### src/rtl/motor_meas_pkg.sv
// Shared types and constants for the motor drive-line measurement slice.
// Exports the per-motor status encoding and the default PWM period exponent.
package motor_meas_pkg;

    localparam int PERIOD_LOG2_DEF = 10;

    typedef enum logic [1:0] {
        COAST = 2'b00,
        DRIVE = 2'b01,
        BRAKE = 2'b10,
        FAULT = 2'b11
    } stat_e;

endpackage

### src/rtl/motor_cmd_decode_if.sv
// Bundle between the drive lines under test and the command decoder.
// master: drives en and the four drive lines; slave: returns meas/stat/vld.
interface motor_cmd_decode_if
    import motor_meas_pkg::*;
#(
    parameter int PERIOD_LOG2 = PERIOD_LOG2_DEF
) ();

    logic                 en;
    logic                 fwd_lft;
    logic                 rev_lft;
    logic                 fwd_rht;
    logic                 rev_rht;
    logic [PERIOD_LOG2:0] lft_meas;
    logic [PERIOD_LOG2:0] rht_meas;
    stat_e                lft_stat;
    stat_e                rht_stat;
    logic                 meas_vld;

    modport master (
        output en, fwd_lft, rev_lft, fwd_rht, rev_rht,
        input  lft_meas, rht_meas, lft_stat, rht_stat, meas_vld
    );

    modport slave (
        input  en, fwd_lft, rev_lft, fwd_rht, rev_rht,
        output lft_meas, rht_meas, lft_stat, rht_stat, meas_vld
    );

endinterface

### src/rtl/motor_cmd_decode_pwm_duty_meas.sv
// One motor channel: samples fwd/rev, counts high cycles per window, classifies.
// Ports: clk, rst_n, en_i, win_last_i, fwd_i, rev_i -> meas_o (signed), stat_o.
module pwm_duty_meas
    import motor_meas_pkg::*;
#(
    parameter int PERIOD_LOG2 = PERIOD_LOG2_DEF
) (
    input  logic                 clk,
    input  logic                 rst_n,
    input  logic                 en_i,
    input  logic                 win_last_i,
    input  logic                 fwd_i,
    input  logic                 rev_i,
    output logic [PERIOD_LOG2:0] meas_o,
    output stat_e                stat_o
);

    localparam int CW = PERIOD_LOG2 + 1;
    localparam logic [CW-1:0] W    = CW'(1) << PERIOD_LOG2;
    localparam logic [CW-1:0] W_M1 = W - CW'(1);

    logic          fwd_smp_q;
    logic          rev_smp_q;
    logic [CW-1:0] fcnt_q;
    logic [CW-1:0] rcnt_q;
    logic [CW-1:0] f_fin;
    logic [CW-1:0] r_fin;
    logic [CW-1:0] meas_d;
    logic [CW-1:0] meas_q;
    stat_e         stat_d;
    stat_e         stat_q;

    // Final counts include the sample still sitting in the sample register.
    assign f_fin = fcnt_q + CW'(fwd_smp_q);
    assign r_fin = rcnt_q + CW'(rev_smp_q);

    always_comb begin
        stat_d = FAULT;
        meas_d = '0;
        unique case (1'b1)
            (f_fin == W) && (r_fin == W): stat_d = BRAKE;
            (f_fin == '0) && (r_fin == '0): stat_d = COAST;
            (f_fin != '0) && (r_fin == '0): begin
                stat_d = DRIVE;
                meas_d = (f_fin == W) ? W_M1 : f_fin;
            end
            (r_fin != '0) && (f_fin == '0): begin
                stat_d = DRIVE;
                meas_d = '0 - r_fin;
            end
            default: begin
                stat_d = FAULT;
                meas_d = '0;
            end
        endcase
    end

    always_ff @(posedge clk or negedge rst_n) begin
        if (!rst_n) begin
            fwd_smp_q <= 1'b0;
            rev_smp_q <= 1'b0;
            fcnt_q    <= '0;
            rcnt_q    <= '0;
            meas_q    <= '0;
            stat_q    <= COAST;
        end else if (!en_i) begin
            fwd_smp_q <= 1'b0;
            rev_smp_q <= 1'b0;
            fcnt_q    <= '0;
            rcnt_q    <= '0;
        end else begin
            fwd_smp_q <= fwd_i;
            rev_smp_q <= rev_i;
            if (win_last_i) begin
                fcnt_q <= '0;
                rcnt_q <= '0;
                meas_q <= meas_d;
                stat_q <= stat_d;
            end else begin
                fcnt_q <= f_fin;
                rcnt_q <= r_fin;
            end
        end
    end

    assign meas_o = meas_q;
    assign stat_o = stat_q;

endmodule

### src/rtl/motor_cmd_decode.sv
// Reconstructs both motors' signed commands from their H-bridge drive lines.
// Ports: clk, rst_n, bus (slave): en + 4 drive lines in; meas/stat/meas_vld out.
module motor_cmd_decode
    import motor_meas_pkg::*;
#(
    parameter int PERIOD_LOG2 = PERIOD_LOG2_DEF
) (
    input  logic              clk,
    input  logic              rst_n,
    motor_cmd_decode_if.slave bus
);

    logic [PERIOD_LOG2-1:0] win_cnt_q;
    logic                   smp_vld_q;
    logic                   meas_vld_q;
    logic                   win_last;

    // win_cnt counts samples already held; it only advances once the
    // sample register carries a real sample, so window 0 ends after W samples.
    assign win_last = bus.en && smp_vld_q && (win_cnt_q == '1);

    always_ff @(posedge clk or negedge rst_n) begin
        if (!rst_n) begin
            win_cnt_q  <= '0;
            smp_vld_q  <= 1'b0;
            meas_vld_q <= 1'b0;
        end else if (!bus.en) begin
            win_cnt_q  <= '0;
            smp_vld_q  <= 1'b0;
            meas_vld_q <= 1'b0;
        end else begin
            smp_vld_q  <= 1'b1;
            meas_vld_q <= win_last;
            if (smp_vld_q) begin
                win_cnt_q <= win_cnt_q + 1'b1;
            end
        end
    end

    assign bus.meas_vld = meas_vld_q;

    pwm_duty_meas #(
        .PERIOD_LOG2 (PERIOD_LOG2)
    ) u_lft (
        .clk        (clk),
        .rst_n      (rst_n),
        .en_i       (bus.en),
        .win_last_i (win_last),
        .fwd_i      (bus.fwd_lft),
        .rev_i      (bus.rev_lft),
        .meas_o     (bus.lft_meas),
        .stat_o     (bus.lft_stat)
    );

    pwm_duty_meas #(
        .PERIOD_LOG2 (PERIOD_LOG2)
    ) u_rht (
        .clk        (clk),
        .rst_n      (rst_n),
        .en_i       (bus.en),
        .win_last_i (win_last),
        .fwd_i      (bus.fwd_rht),
        .rev_i      (bus.rev_rht),
        .meas_o     (bus.rht_meas),
        .stat_o     (bus.rht_stat)
    );

endmodule
### src/flat_wrapper.sv
// flat-port wrapper written by rule: the top's interface ports become plain ports
module motor_cmd_decode_flat import motor_meas_pkg::*;
#(
    parameter int PERIOD_LOG2 = PERIOD_LOG2_DEF
)
  (clk, rst_n, bus_en, bus_fwd_lft, bus_rev_lft, bus_fwd_rht, bus_rev_rht, bus_lft_meas, bus_rht_meas, bus_lft_stat, bus_rht_stat, bus_meas_vld);
  motor_cmd_decode_if #(.PERIOD_LOG2(PERIOD_LOG2)) bus_i ();
  input  logic clk;
  input  logic rst_n;
  input wire logic [$bits(bus_i.en)-1:0] bus_en;
  input wire logic [$bits(bus_i.fwd_lft)-1:0] bus_fwd_lft;
  input wire logic [$bits(bus_i.rev_lft)-1:0] bus_rev_lft;
  input wire logic [$bits(bus_i.fwd_rht)-1:0] bus_fwd_rht;
  input wire logic [$bits(bus_i.rev_rht)-1:0] bus_rev_rht;
  output wire logic [$bits(bus_i.lft_meas)-1:0] bus_lft_meas;
  output wire logic [$bits(bus_i.rht_meas)-1:0] bus_rht_meas;
  output wire logic [$bits(bus_i.lft_stat)-1:0] bus_lft_stat;
  output wire logic [$bits(bus_i.rht_stat)-1:0] bus_rht_stat;
  output wire logic [$bits(bus_i.meas_vld)-1:0] bus_meas_vld;
  assign bus_i.en = bus_en;
  assign bus_i.fwd_lft = bus_fwd_lft;
  assign bus_i.rev_lft = bus_rev_lft;
  assign bus_i.fwd_rht = bus_fwd_rht;
  assign bus_i.rev_rht = bus_rev_rht;
  assign bus_lft_meas = bus_i.lft_meas;
  assign bus_rht_meas = bus_i.rht_meas;
  assign bus_lft_stat = bus_i.lft_stat;
  assign bus_rht_stat = bus_i.rht_stat;
  assign bus_meas_vld = bus_i.meas_vld;
  motor_cmd_decode #(.PERIOD_LOG2(PERIOD_LOG2)) u_core (.clk(clk), .rst_n(rst_n), .bus(bus_i));
endmodule
### config.mk
export PLATFORM = sky130hd
export DESIGN_NAME = motor_cmd_decode_flat
export DESIGN_NICKNAME = d
export VERILOG_FILES = /design/src/rtl/motor_meas_pkg.sv /design/src/rtl/motor_cmd_decode_if.sv /design/src/rtl/motor_cmd_decode_pwm_duty_meas.sv /design/src/rtl/motor_cmd_decode.sv /design/src/flat_wrapper.sv
export SDC_FILE = /design/constraint.sdc
export NUM_CORES = 1
export LEC_CHECK = 0
export BUFFER_PORTS_ARGS = -buffer_cell sky130_fd_sc_hd__buf_4
export CAP_MARGIN = 20
export CORE_UTILIZATION = 55
export CTS_CLUSTER_SIZE = 12
export DETAILED_ROUTE_END_ITERATION = 10
export PLACE_DENSITY = 0.76
export SLEW_MARGIN = 0
export SYNTH_ARGS = -nofsm -noshare
export SYNTH_HDL_FRONTEND = slang
export SYNTH_SLANG_ARGS = --single-unit
### constraint.sdc
create_clock -name clk -period 3.3 [get_ports clk]
set_input_delay 0.165 -clock clk [delete_from_list [all_inputs] [get_ports clk]]
set_output_delay 0.165 -clock clk [all_outputs]
set_load 0.05 [all_outputs]
## Word level (Yosys, flattened, before mapping)

Cells that the tools add are included.

- Word-level logic and storage cells: 71
- Bits of input ports: 7
- Bits in registers: 86

- Equality and inequality tests: 6
- Reduce and logical (&&, ||, !) cells: 21
- Multiplexer cells: 22
- $add $sub $neg: 7

Operators by type and width:

| cell | count |
|---|---|
| $mux 11 | 10 |
| $add 11x1->11 | 4 |
| $eq 11x11->1 const B | 4 |
| $logic_not 11->1 | 4 |
| $pmux 11 s2 | 2 |
| $reduce_bool 11->1 | 4 |
| $sub 1x11->11 const A | 2 |
| $mux 10 | 2 |
| $pmux 2 s3 | 2 |
| $add 10x1->10 const B | 1 |
| $eq 10x10->1 const B | 1 |
| $logic_and 1x1->1 | 10 |
| $mux 1 | 6 |
| $reduce_or 2->1 | 2 |
| $ne 2x1->1 const B | 1 |
| $reduce_and 2->1 | 1 |

## Depth between registers and ports, before layout

- Depth after elaboration: 5
- Gate-level depth with buffers: 14
- Mapped depth without buffers: 13

## Modules after synthesis

A second synthesis with hierarchy kept.

- Cell total of the unflattened synthesis: 538
- Area, all modules: 5009.8 um2

Modules (own cells, without submodules):

| module | times used | cells each | area each (um2) |
|---|---|---|---|
| pwm_duty_meas | 2 | 243 | 2220.9 |
| motor_cmd_decode | 1 | 52 | 568.0 |

## Least setup slack after synthesis

No wires, ideal clock.

- Path type: register to register
- Start point: register u_core.u_lft.rev_smp_q
- End point: register u_core.u_lft.meas_q[8], in the netlist u_core.u_lft.meas_o[8]
- Period minus slack after synthesis: 2.951 ns
- Slack: 0.349 ns
- Arrival time: 2.815 ns
- Cell stages (with the launch flop): 13
- Path buffers: 0
- Required time: 3.164 ns
- Cell sequence: dfrtp_1 -> ha_1 -> ha_1 -> and4_4 -> and2_1 -> or3_1 -> a211oi_2 -> nand2_1 -> ha_1 -> and3_1 -> nor2b_1 -> a221oi_1 -> o21ai_0

- Word-level cells in the longest chain between the ends: 4

RTL lines:

| what | line | source |
|---|---|---|
| from (decl) | motor_cmd_decode_pwm_duty_meas.sv:23 | `logic rev_smp_q;` |
| from (signal assigned) | motor_cmd_decode_pwm_duty_meas.sv:73 | `rev_smp_q <= rev_i;` |
| $add 11x1->11 (*) | motor_cmd_decode_pwm_duty_meas.sv:35 | `assign r_fin = rcnt_q + CW'(rev_smp_q);` |
| branches (longest 2 deep; another with $sub 1x11->11) | -- |  |
| $pmux 11 s2 (*) | motor_cmd_decode_pwm_duty_meas.sv:40 | `unique case (1'b1)` |
| to (signal assigned) | motor_cmd_decode_pwm_duty_meas.sv:77 | `meas_q <= meas_d;` |
| to (decl) | motor_cmd_decode_pwm_duty_meas.sv:29 | `logic [CW-1:0] meas_q;` |

Mark *: on every way between the ends.
A chain may end at the register's enable or synchronous reset.

## Final worst setup path

Same ends and word-level chain as after synthesis.

==> impl_metrics.py <==
metrics = {
    "run_status": {
        "status": "finished with violations",
        "violations": "design-rule violations",
    },
    "floorplanning": {
        "die-width_um": 98.0,
        "die-area_um2": 9610,
        "core_area_um2": 8810,
        "num_rows": 34,
        "initial_core_util_pct": 57.6,
        "ios": 34,
        "die_y_um": 98.0,
    },
    "cells_and_area": {
        "diodes": 0,
        "final_cell_mix": "dfrtp_1 (86), nor2_1 (68), buf_4 (45)",
        "final_core_util_pct": 63.8,
        "area_growth_pct": 10.7,
        "fin_nets": 578,
        "multiInputGateArea_um2": 2690,
        "final_common_cell": "dfrtp_1",
        "drive_gt1_share_pct": 15.9,
        "regArea_um2": 2150,
        "n_fill_cell": 705,
    },
    "cts": {
        "cts_root_buf": "clkbuf_8",
        "clk_latency_ns": 0.37,
        "cts_inserted_buffers": 9,
        "cts.reportedPaths.clkPinSlew_ns": 0.09,
        "cts_tree": "yes",
        "cts_num_sinks": 86,
        "cts_max_level": 3,
        "cts_max_path_buffers": 2,
    },
    "global_route": {
        "grt_pass1_wl_um": 18000,
        "grt-ovfl-total": 0,
        "grt_util_all_layers_pct": 24.0,
        "grt_max_degree": 44,
        "first_global_vias": 3745,
        "grt_antenna_before_repair": 0,
    },
    "pwr": {
        "swShare_pct": 25.2,
        "clkPwrFrac_pct": 39.6,
        "combPwrFrac_pct": 11.3,
        "leakagePower_nw": 2.53,
        "p_seq_share_pct": 49.2,
        "p_per_area_nw_per_um2": 389,
        "finalPower_mw": 2.18,
        "ir_drop_mv": 0.232,
        "netSwitchingPower_uw": 550,
        "p_int_mw": 1.63,
    },
    "timing": {
        "max_freq_mhz": 319,
        "fin_crit_ns": 3.13,
        "hold_viol_final": 0,
        "fin_crit_sh_pct": 94.9,
        "finalSetupViolCount": 0,
        "max-slew-margin-rel_pct": 57.3,
        "hold_slack_ns": 0.00882,
        "finalSetupTns_ns": 0,
        "slew_viol_final": 0,
        "skew_ns": 0.00785,
        "worst_pin_slew_ns": 0.633,
        "rsz0062_at_grt": "no",
    },
    "route": {
        "drt_iter0_markers": 162,
        "wire_per_inst_um": 16.4,
        "drtPass1Iterations": 8,
        "vias": 3964,
        "routed_wl_um": 10900,
        "drc": 2,
        "viasPerCell": 5.95,
        "antenna_left": 0,
    },
    "yosys": {
        "syn_inst": 525,
        "yosys.area.top_type_share_pct": 42.4,
        "netlist_area_um2": 5070,
        "syn_nets": 550,
        "yosysSeqAreaShare_pct": 42.4,
        "synth_area_leader_cell": "dfrtp_1",
        "syn_area_per_cell_um2": 9.66,
        "ys_seq_elements": 86,
        "synth_cell_types": 68,
        "synth_edf_count": 0,
        "synth_area_leaders": "dfrtp_1 (42%), xnor2_1 (7.3%), nor2_1 (5.0%), ha_1 (4.4%), xor2_1 (4.0%)",
        "yosysWarnings": 0,
        "synthArstFlopShare_pct": 100,
        "ys.flop_type": "dfrtp_1",
    },
    "critical_path": {
        "cp-endpoint": "u_core.u_lft.meas_o[8]",
        "worstSetupPathType": "reg2reg",
        "crit_path_start": "u_core.u_lft.rev_smp_q",
        "reg2reg_from": "u_core.u_lft.rev_smp_q",
        "worst_setup_path_start_kind": "flop",
        "cp-end-kind": "flop",
        "rrSetupSlack_ns": 0.17,
        "path_max_fanout": 7,
        "required_ns": 3.54,
        "worstRegToRegCells": 12,
        "rr_endpoint": "u_core.u_lft.meas_o[8]",
        "arrival_ns": 3.37,
    },
    "job": {
        "maxCapViolations": 0,
    },
    "placement": {
        "dpl.hpwl_um": 7820,
        "place.gp.congestion": 0.852,
        "port_buffers": 33,
    },
    "hold_path": {
        "min_path_type": "in2reg",
    },
}
[metrics by stage]
stage / setup slack [ns] / std cells / cell area (µm²)
floorplan: 0.349 / 525 / 5070
global placement: 0.232 / 649 / 5350
detailed placement: 0.0796 / 649 / 5350
CTS: 0.0761 / 666 / 5590
global route: 0.0111 / 666 / 5610
finish: 0.169 / 666 / 5610
[how the worst min path moves through the flow]
stage / startpoint / to / slack (ns) / cells after the start
after floorplan: rst_n / u_core.bus.meas_vld / -0.13 / 0
after global placement: rst_n / u_core.u_rht.rcnt_q[3] / 0.18 / 1
after detailed placement: rst_n / u_core.u_rht.rcnt_q[1] / 0.19 / 1
after CTS: bus_fwd_rht / u_core.u_rht.fwd_smp_q / 0.0004 / 2
after global routing: bus_fwd_lft / u_core.u_lft.fwd_smp_q / 0.008 / 2
final: bus_fwd_rht / u_core.u_rht.fwd_smp_q / 0.009 / 2
[flip-flops by register name (all words and copies together) (netlist names)]
| name | cells |
|---|---|
| u_core.u_lft.rev_smp_q | 1 |
| u_core.u_lft.stat_o | 2 |
| u_core.win_cnt_q | 10 |
| u_core.u_lft.meas_o | 11 |
| u_core.u_rht.meas_o | 11 |
| u_core.u_lft.fcnt_q | 11 |
| u_core.u_rht.fcnt_q | 11 |
| u_core.bus.meas_vld | 1 |
| u_core.u_rht.rcnt_q | 11 |
| u_core.u_lft.rcnt_q | 11 |
| u_core.u_rht.rev_smp_q | 1 |
| u_core.smp_vld_q | 1 |
| u_core.u_rht.fwd_smp_q | 1 |
| u_core.u_rht.stat_o | 2 |
| u_core.u_lft.fwd_smp_q | 1 |
[layout make-up]
type	count	share of cell area [%]
tap	108	2.41
clock inverter	5	1.45
inverter	16	1.07
sequential	86	38.3
timing repair buffer	46	6.20
clock buffer	11	2.70
multi-input combinational	394	47.8
[synth_stat cells (8+ instances only)]
cell type,n
dfrtp_1,86
nor2_1,68
xnor2_1,42
nand2_1,32
xor2_1,23
nand3_1,20
ha_1,18
and2_1,17
inv_1,16
and3_1,15
o21ai_0,15
a22oi_1,12
nand4_1,12
nor3_1,12
buf_2,8
clkbuf_1,8
nor2b_1,8
o211ai_1,8
[routing by layer]
metal / global-route usage, % / share of wire (%) / vias to the layer above
met5: 0 / 0 / -
met4: 8.62 / 1.7 / 0
met3: 5.08 / 4.0 / 18
met2: 38.9 / 48 / 90
met1: 31.7 / 47 / 1944
li1: - / - / 1912
[logic make-up (layout without fill, tap and decap cells)]
group,count (synthesis),after routing,share of synthesized area (%)
mux,2,2,0.395
flops,86,86,42.4
fa+ha+maj,18,18,4.44
compound gates,91,91,13.2
buf+inv,45,78,5.01
xor+xnor,65,65,11.2
simple gates,218,218,23.3
[power by group through the flow]
stage	Sequential [mW]	Clock, mW	Combinational, mW
2_1_floorplan	1.09	0	0.167
3_3_place_gp	1.09	0	0.235
3_5_place_dp	1.09	0	0.241
4_1_cts	1.07	0.877	0.243
5_1_grt	1.08	0.921	0.274
6_report	1.07	0.864	0.246
[worst max-delay path, cell delays in order (launching register included)]
cell	delay, ns
dfrtp_1	0.38
ha_1	0.24
ha_2	0.23
and4_4	0.17
and2_1	0.19
or3_1	0.35
a211oi_4	0.29
nand2_2	0.11
ha_1	0.36
and3_1	0.23
nor2b_1	0.14
a221oi_1	0.20
o21ai_0	0.12
[repair_timing]
item	4_1_cts	5_1_grt
buffers inserted	0	0
hold buffers	1	0
endpoints found under the setup margin	0	3
resized for setup	0	5
endpoints found under the hold margin	41	0
Power figures use the tool's default switching activity.
